===== src/rtl/alu_unpack.sv =====
// rtl/alu_unpack.sv - packed {A,B} word FIFO emitting a W-bit operand nibble stream
// Optional macro ALU_UNPACK_SWAP_EN: emit B before A.
module alu_unpack #(
    parameter int NIB_W = 4,
    parameter int DEPTH = 4
) (
    input  logic                     clk,
    input  logic                     rst,
    input  logic [2*NIB_W-1:0]       in_ab,
    input  logic                     in_valid,
    output logic                     in_ready,
    output logic [NIB_W-1:0]         out_nib,
    output logic                     out_sel,
    output logic                     out_valid,
    input  logic                     out_ready,
    output logic [$clog2(DEPTH):0]   count
);

    localparam int PW = $clog2(DEPTH);
    localparam logic [PW:0] FULL_CNT = DEPTH[PW:0];

    typedef enum logic {
        EMIT_A = 1'b0,
        EMIT_B = 1'b1
    } phase_t;

    phase_t phase;
    phase_t phase_next;

    logic [2*NIB_W-1:0] mem [DEPTH];
    logic [PW-1:0]      wr_ptr;
    logic [PW-1:0]      rd_ptr;
    logic [2*NIB_W-1:0] head;
    logic               push;
    logic               xfer;
    logic               pop;

    assign in_ready  = (count != FULL_CNT) && !rst;
    assign out_valid = (count != '0);
    assign head      = mem[rd_ptr];
    assign push      = in_valid && in_ready;
    assign xfer      = out_valid && out_ready;
    assign pop       = xfer && (phase == EMIT_B);

    // Storage is deliberately left unreset; only pointers and count matter.
    always_ff @(posedge clk) begin
        if (push) begin
            mem[wr_ptr] <= in_ab;
        end
    end

    always_ff @(posedge clk or posedge rst) begin
        if (rst) begin
            wr_ptr <= '0;
            rd_ptr <= '0;
            count  <= '0;
            phase  <= EMIT_A;
        end else begin
            phase <= phase_next;
            if (push) begin
                wr_ptr <= wr_ptr + 1'b1;
            end
            if (pop) begin
                rd_ptr <= rd_ptr + 1'b1;
            end
            case ({push, pop})
                2'b10:   count <= count + 1'b1;
                2'b01:   count <= count - 1'b1;
                default: count <= count;
            endcase
        end
    end

    always_comb begin
        phase_next = phase;
        out_nib    = '0;
        out_sel    = 1'b0;
        if (out_valid) begin
`ifdef ALU_UNPACK_SWAP_EN
            if (phase == EMIT_A) begin
                out_nib = head[NIB_W-1:0];
                out_sel = 1'b1;
            end else begin
                out_nib = head[2*NIB_W-1:NIB_W];
                out_sel = 1'b0;
            end
`else
            if (phase == EMIT_A) begin
                out_nib = head[2*NIB_W-1:NIB_W];
                out_sel = 1'b0;
            end else begin
                out_nib = head[NIB_W-1:0];
                out_sel = 1'b1;
            end
`endif
        end
        if (xfer) begin
            phase_next = (phase == EMIT_A) ? EMIT_B : EMIT_A;
        end
    end

endmodule


===== config.mk =====
export PLATFORM = sky130hd
export DESIGN_NAME = alu_unpack
export DESIGN_NICKNAME = d
export VERILOG_FILES = /design/src/rtl/alu_unpack.sv
export SDC_FILE = /design/constraint.sdc
export NUM_CORES = 1
export LEC_CHECK = 0
export CAP_MARGIN = 20
export CORE_MARGIN = 3
export CORE_UTILIZATION = 40
export DETAILED_ROUTE_END_ITERATION = 8
export HOLD_SLACK_MARGIN = 0.1
export SLEW_MARGIN = 10
export SYNTH_ARGS = -nofsm -noshare
export SYNTH_HDL_FRONTEND = slang
export SYNTH_SLANG_ARGS = --single-unit

===== constraint.sdc =====
create_clock -name clk -period 2.05 [get_ports clk]
set_input_delay 0.205 -clock clk [delete_from_list [all_inputs] [get_ports clk]]
set_output_delay 0.205 -clock clk [all_outputs]
set_load 0.02 [all_outputs]

Word level (Yosys, flattened, before mapping)
Memories as Yosys holds them, arrays and structs flattened. Index checks and enable logic that the tools add are counted.

Word-level logic and storage cells: 27. Input bits: 12. Output and inout port bits: 10. Register bits: 8. Memories: 1. Bits in read-only memories: 0. Bits in writable memories: 32. Latch bits: 0.

Divide/modulo/power cells: 0. Equality and inequality tests: 3. Bitwise logic cells: 0. Shift-type cells: 0. $add $sub $neg: 4. Reduce and logical (&&, ||, !) cells: 7. Mux-type cells: 8. $lt $le $gt $ge: 0. Multipliers: 0.

Memory list: mem (words 4, bits a word 8, rd ports 1, clocked after memory_dff 0, write ports 1, line 30) `logic [2*NIB_W-1:0] mem [DEPTH];`.

Operator list (count): 4-bit two-way mux (2); 3-bit one-hot mux with 2 select lines (1); 1-bit two-way mux (5); 2-bit by 1-bit adder with 2-bit output (second input constant) (2); 1-bit logical AND (4); 3-bit by 1-bit adder with 3-bit output (second input constant) (1); 3-bit != test (second input constant) (1); 3-bit nonzero test (1); 3-bit by 1-bit subtractor with 3-bit output (second input constant) (1); 2-bit by 1-bit equality test with 1-bit output (second input constant) (1); 2-bit equality test (second input constant) (1); 2-bit nonzero test (1); 1-bit logical NOT (1).

Longest topological paths before layout
Gate-level depths: netlist of run 1.

Word-level depth: 5. Gate-level depth with buffers: 9. Mapped depth without buffers: 9.

Worst setup path after synthesis of run 1
No wires, ideal clock.

Path kind: register to register. From: register count[2]. To: register count[2]. Stages on the path, launching flop included: 10. Setup slack: -0.036 ns. Path buffers: 1. Required time: 1.916 ns. Data arrival time: 1.952 ns. Clock period less this slack: 2.086 ns. Library setup time: 0.134 ns. Path through: dfrtp_1 or3_1 buf_6 and3_4 ha_1 inv_1 fa_1 xor2_1 nor2_1 xor2_1.

Word-level cells in the longest chain between the ends: 5. Elaborated cells on any way between the ends: 12. Classes of those cells: 2 x add/sub; 3 x eq/ne; 1 x mux; 6 x reduce/logical.

RTL lines: start, declared (line 16) `output logic [$clog2(DEPTH):0] count`; start signal, assigned (line 67) `2'b10: count <= count + 1'b1;`; start signal, assigned (line 68) `2'b01: count <= count - 1'b1;`; start signal, assigned (line 69) `default: count <= count;`; 3-bit nonzero test * (line 39) `assign out_valid = (count != '0);`; via out_valid (line 14) `output logic out_valid,`; 1-bit logical AND * (line 42) `assign xfer = out_valid && out_ready;`; 1-bit logical AND * (line 43) `assign pop = xfer && (phase == EMIT_B);`; via pop (line 36) `logic pop;`; 2-bit by 1-bit equality test with 1-bit output / 2-bit equality test (equally long branches) (line 66) `case ({push, pop})`; 3-bit one-hot mux with 2 select lines / 2-bit nonzero test (equally long branches).

Mark *: on every way through the listed nets, which the timed path passes. The rest lies on a longest branch. A chain may end at the register's enable or synchronous reset.

Worst setup path after layout of run 1
From: register count[0]. To: output port out_sel.

Word-level cells in the longest chain between the ends: 2.

RTL lines: 3-bit nonzero test (line 39); 1-bit two-way mux (line 78) `if (out_valid) begin`; end, declared (line 13) `output logic out_sel,`.

Every way passes these cells.

==> out/results.tsv, run 1 <==
metric	value	unit
hold_buffers	0	
area_delta_synth_final	22.6	%
min_path_type	input pin to asynchronous set/reset pin	
die_x	72.3	um
grt_pass1_vias	1022	
synth_top_area_cell	edfxtp_1	
clk_pin_slew	0.07	ns
layout_commonest_cell	edfxtp_1	
fin_crit_sh	0.955	
ff2ff_setup_slack	0.10	ns
overflow	0	
clock_latency	0.28	ns
synth_area	1760	um2
skew	0.00258	ns
cts_tree	yes	
drtIter0Drc	73	
grt_max_degree	18	
cts_htree_levels	2	
start_util	0.427	
post_cts_resize_count	6	
vias	980	
placed_area	2070	um2
fmaxAchievable	511	MHz
cp-endpoint	out_sel	
post_cts_buffers	0	
fillers	344	
rows	23	
synthFlopType	edfxtp_1	
slew_headroom	0.769	
cts_root_buf	clkbuf_8	
ys_warn_count	0	
finalWirelength	3150	um
r2r-end	count[2]$_DFFE_PP0P_	
dp_hpwl	2240	um
powerDensity	1360	nW/um2
ys_top_cells_by_area	edfxtp_1 (55%), dfrtp_1 (11%), mux2i_1 (9.7%)	
endpoint_kind	output port	
dp_cells	191	
die_y	72.3	um
synthArstFlopShare	0.200	
min_period	1.96	ns
reg2reg_depth	8	
fin_cells	199	
hold_violations	0	
drv_slew	0	
synthesis.nets	134	
drive_above_1_share	0.141	
port-buffer-count	21	
setup_viol	0	
antenna_found_initial	0	
ios	22	
max_slew.worst_pin.slew	0.347	ns
cts_sinks	40	
cts_buffers	5	
synth_top_area_frac	0.547	
layout.nets	166	
postRouteAntennaNets	0	
grt_pass1_wl	5020	um
maxCapViolations	0	
ys_seq_area_frac	0.661	
leakage	0.841	nW
grt_use_total	0.134	
yosys_register_bits	40	
cp-startpoint	count[0]$_DFFE_PP0P_	
drc	0	
rsz0062_at_grt	false	
cts_buffer_depth	2	
critical_path_arrival	1.75	ns
synthCells	116	
timing.rr.start	count[0]$_DFFE_PP0P_	
final_cell_mix	edfxtp_1 (32), mux2i_1 (17), clkdlybuf4s50_1 (15)	
antenna_cells	0	
status	completed	
fin_area	2150	um2
critPathLaunchType	register	
routedWlPerCell	15.8	um
critPathMaxFanout	8	
drtPass1Iterations	5	
synth.distinct_cells	24	
critPathRequiredTime	1.85	ns
vias_per_cell	4.92	
syn_avg_cell_area	15.1	um2
crit_type	register to output port	
die-area	5220	um2
core-area	4120	um2
vdd.ir_drop.worst	0.000569	V
place_congestion	0.773	
synth_edf_count	32	
layout make-up:
type | instances | area (um2) | share of cell area
Clock buffer | 5 | 68.8 | 0.0319
Clock inverter | 3 | 13.8 | 0.00639
Inverter | 8 | 30.0 | 0.0139
Multi-Input combinational cell | 63 | 528 | 0.245
Sequential cell | 40 | 1160 | 0.540
Tap cell | 50 | 62.6 | 0.0290
Timing Repair Buffer | 30 | 288 | 0.134
critical path: stages (launching register included):
cell and delay [ns]:
dfrtp_1 0.43, or3_1 0.39, buf_4 0.18, and2_1 0.16
dlygate4sd2_1 0.31
cells in the mapped netlist, types with 2 or more instances:
| cell type | n |
|---|---|
| nand2_1 | 5 |
| nor2_1 | 3 |
| nand3_1 | 4 |
| mux2i_1 | 17 |
| dfrtp_1 | 8 |
| buf_6 | 2 |
| inv_1 | 8 |
| ha_1 | 5 |
| edfxtp_1 | 32 |
| xor2_1 | 3 |
| buf_2 | 2 |
| and4_1 | 4 |
| nor2b_1 | 2 |
| and2_1 | 5 |
| xnor2_1 | 4 |
| a22oi_1 | 4 |
through the flow:
stage	hold WS (ns)	worst slack [ns]	util	TNS, ns	power (mW)
after global placement	0.526	0.0821	0.503	0	2.50
final	0.251	0.0928	0.524	0	2.92
after floorplan	0.0206	0.000249	-	0	2.02
after detailed placement	0.538	-0.00391	0.503	-0.00391	2.53
after global routing	0.272	0.0142	0.524	0	3.12
after CTS	0.241	0.0140	0.522	0	2.95
logic make-up (layout without fill, tap and decap cells):
logic type	count (synthesis)	count (layout)	share of synthesized area
flops	40	40	0.661
simple gates	26	26	0.0869
mux	18	18	0.103
buf+inv	13	46	0.0399
xor+xnor	7	7	0.0349
fa+ha+maj	6	6	0.0470
compound gates	6	6	0.0271
state kept, by name (all words and copies together) (netlist names):
name	flops
mem	32
count	3
rd_ptr	2
wr_ptr	2
phase	1
per-layer routing:
metal | track usage | wire [um] | share of wire
met2 | 0.226 | 1560 | 0.50
met3 | 0.0457 | 130 | 0.041
met1 | 0.157 | 1410 | 0.45
met5 | 0 | 0 | 0
met4 | 0.0522 | 46 | 0.015
power breakdown:
part	switching (mW)	leakage [nW]	total, mW	internal, mW
Sequential	0.120	0.382	1.16	1.04
Clock	0.244	0.0453	0.474	0.230
Combinational	0.678	0.414	1.28	0.607
Total	1.04	0.841	2.92	1.88
worst min path at each step:
stage,from,to,slack (ns),depth (start not counted)
after CTS,rst,count[1]$_DFFE_PP0P_,0.24,2
final,rst,count[1]$_DFFE_PP0P_,0.25,2
after floorplan,rst,count[0]$_DFFE_PP0P_,0.02,1
after detailed placement,count[0]$_DFFE_PP0P_,count[0]$_DFFE_PP0P_,0.54,1
after global placement,wr_ptr[1]$_DFFE_PP0P_,wr_ptr[1]$_DFFE_PP0P_,0.53,1
after global routing,rst,wr_ptr[1]$_DFFE_PP0P_,0.27,2
Note: power is estimated with default switching activity, not from simulation.
==> run 2: changes to the inputs <==
--- a/config.mk
+++ b/config.mk
@@ -9,6 +9,7 @@
 export CORE_MARGIN = 3
 export CORE_UTILIZATION = 40
 export DETAILED_ROUTE_END_ITERATION = 8
+export DONT_BUFFER_PORTS = 1
 export HOLD_SLACK_MARGIN = 0.1
 export SLEW_MARGIN = 10
 export SYNTH_ARGS = -nofsm -noshare
==> run 2 against run 1 <==
Final area decreased by 3.9%. Die area stayed put. Clock skew is 0.0037 ns higher. Power is 0.35% lower. Highest routed layer unchanged.
==> out/results.tsv, run 2 (synthesis results as in run 1) <==
metric	value	unit	change
status	completed		
drtIter0Drc	87		+19%
leakage	0.793	nW	-5.8%
max_slew.worst_pin.slew	0.482	ns	+0.135 ns
ios	22		unchanged
cts_buffer_depth	2		unchanged
clock_latency	0.29	ns	about the same
timing.rr.start	count[0]$_DFFE_PP0P_		
antenna_cells	0		unchanged
fillers	355		+3.2%
area_delta_synth_final	17.8	%	
min_path_type	input pin to register		
powerDensity	1410	nW/um2	+3.7%
finalWorstSetupSlack	0.121	ns	+0.0279 ns
cts_root_buf	clkbuf_8		
finalWirelength	3050	um	-3.2%
fmaxAchievable	518	MHz	+1.4%
hold_violations	0		unchanged
whs	0.186	ns	-0.0652 ns
skew	0.00632	ns	+0.00374 ns
layout.nets	155		-6.6%
cp.buffers_inverters	1		-1
clk_pin_slew	0.07	ns	about the same
rsz0062_at_grt	false		
start_util	0.427		unchanged
critPathLaunchType	register		
hold_start	out_ready		
die-area	5220	um2	unchanged
top_register	mem		
layout_commonest_cell	edfxtp_1		
drc	0		unchanged
finalSetupTns	0	ns	unchanged
antenna_found_initial	0		unchanged
port-buffer-count	0		-100%
drtPass1Iterations	4		-1
finalPower	2.91	mW	-0.35%
seqCellArea	1160	um2	+0.11%
drive_above_1_share	0.174		+0.0330
vias_per_cell	4.98		+1.1%
endpoint_kind	register		
pre_cts_slack	0.109	ns	+0.113 ns
vias	936		-4.5%
cts_sinks	40		unchanged
grt_pass1_wl	4860	um	-3.2%
die_x	72.3	um	unchanged
dp_hpwl	2130	um	-5.3%
overflow	0		unchanged
crit_slowest_cell	dfrtp_2		
fin_cells	188		-5.5%
path_common_cell	xor2_1		
grt_use_total	0.127		-0.00719
dp_cells	168		-12%
critical_path.top_delay_family	simple AND/OR/NAND/NOR gates		
drv_slew	0		unchanged
rows	23		unchanged
postRouteAntennaNets	0		unchanged
cts_htree_levels	2		unchanged
fin_crit_sh	0.941		-0.0136
core-area	4120	um2	unchanged
routedWlPerCell	16.2	um	+2.5%
cts_buffers	5		unchanged
cp-startpoint	count[0]$_DFFE_PP0P_		
place_congestion	0.763		-1.3%
multi_input_area	533	um2	+0.95%
die_y	72.3	um	unchanged
crit_type	register to register		
critPathMaxFanout	4		-4
final_cell_mix	edfxtp_1 (32), mux2i_1 (17), dlygate4sd3_1 (10)		
setup_viol	0		unchanged
min_period	1.93	ns	-0.0279 ns
path_cells	or3_4 -> and3_4 -> ha_1 -> inv_1 -> fa_1 -> xor2_1 -> nor2_1 -> xor2_1		
largest_reg_flops	32		unchanged
grt_max_degree	14		-4
critPathRequiredTime	2.22	ns	+0.37 ns
slowest_delay	0.44	ns	about the same
cts_tree	yes		
largest_registers	mem (32), count (3)		
vdd.ir_drop.worst	0.000566	V	-0.43%
maxCapViolations	0		unchanged
grt_pass1_vias	970		-5.1%
critical_path_arrival	2.10	ns	+0.35 ns
slew_headroom	0.679		-0.0899
[run 2: cell count changes in the layout (fill, tap and decap cells not counted), sizes merged]
cell / change
bufinv: +1
clkdlybuf4s15: -1
clkdlybuf4s50: -15
clkinv: -2
clkinvlp: +1
dlygate4sd2: -4
dlygate4sd3: +10
dlymetal6s2s: -1
[run 2: final cells by class]
class,instances,share of cell area
flip-flops and latches,40,0.563
multi-input cells,63,0.258
repair buffers,19,0.0810
clock buffers,5,0.0333
well taps,50,0.0302
clock inverters,3,0.0206
inverters,8,0.0145
[run 2: power by group]
part | switching (mW) | total [mW] | internal [mW]
clock | 0.261 | 0.621 | 0.360
sequential | 0.141 | 1.18 | 1.04
combinational | 0.644 | 1.10 | 0.461
total | 1.05 | 2.91 | 1.86
[run 2: per-layer routing]
metal | up-vias | track usage | routed length (um) | share of wire
met3 | 5 | 0.0402 | 147 | 0.048
met5 | - | 0 | 0 | 0
met1 | 456 | 0.156 | 1310 | 0.43
met4 | 0 | 0.0501 | 46 | 0.015
li1 | 458 | - | - | -
met2 | 17 | 0.207 | 1550 | 0.51
[run 2: what timing repair did]
action | CTS | global route
setup buffers | 0 | 2
pin swaps | 0 | 1
gates resized for setup | 1 | 3
setup endpoints to repair | 2 | 1
endpoints found under the hold margin | 42 | 0
hold buffers | 10 | 0
[run 2: per-stage QoR]
step	utilization	cell area, um2
after global routing	0.503	2070
after floorplan	-	1760
final	0.503	2070
after global placement	0.445	1830
after detailed placement	0.445	1830
after CTS	0.497	2050
[run 2: path summary, 6_finish.rpt]
check	endpoint	slack (ns)	depth (start not counted)
setup / recovery	count[2]$_DFFE_PP0P_	0.12	8
hold / removal	rd_ptr[0]$_DFFE_PP0P_	0.19	2
setup reg to reg	count[2]$_DFFE_PP0P_	0.12	8
hold reg to reg	wr_ptr[1]$_DFFE_PP0P_	0.56	1
max in group asynchronous	count[2]$_DFFE_PP0P_	1.47	2
min in group asynchronous	phase$_DFFE_PP0N_	0.32	2
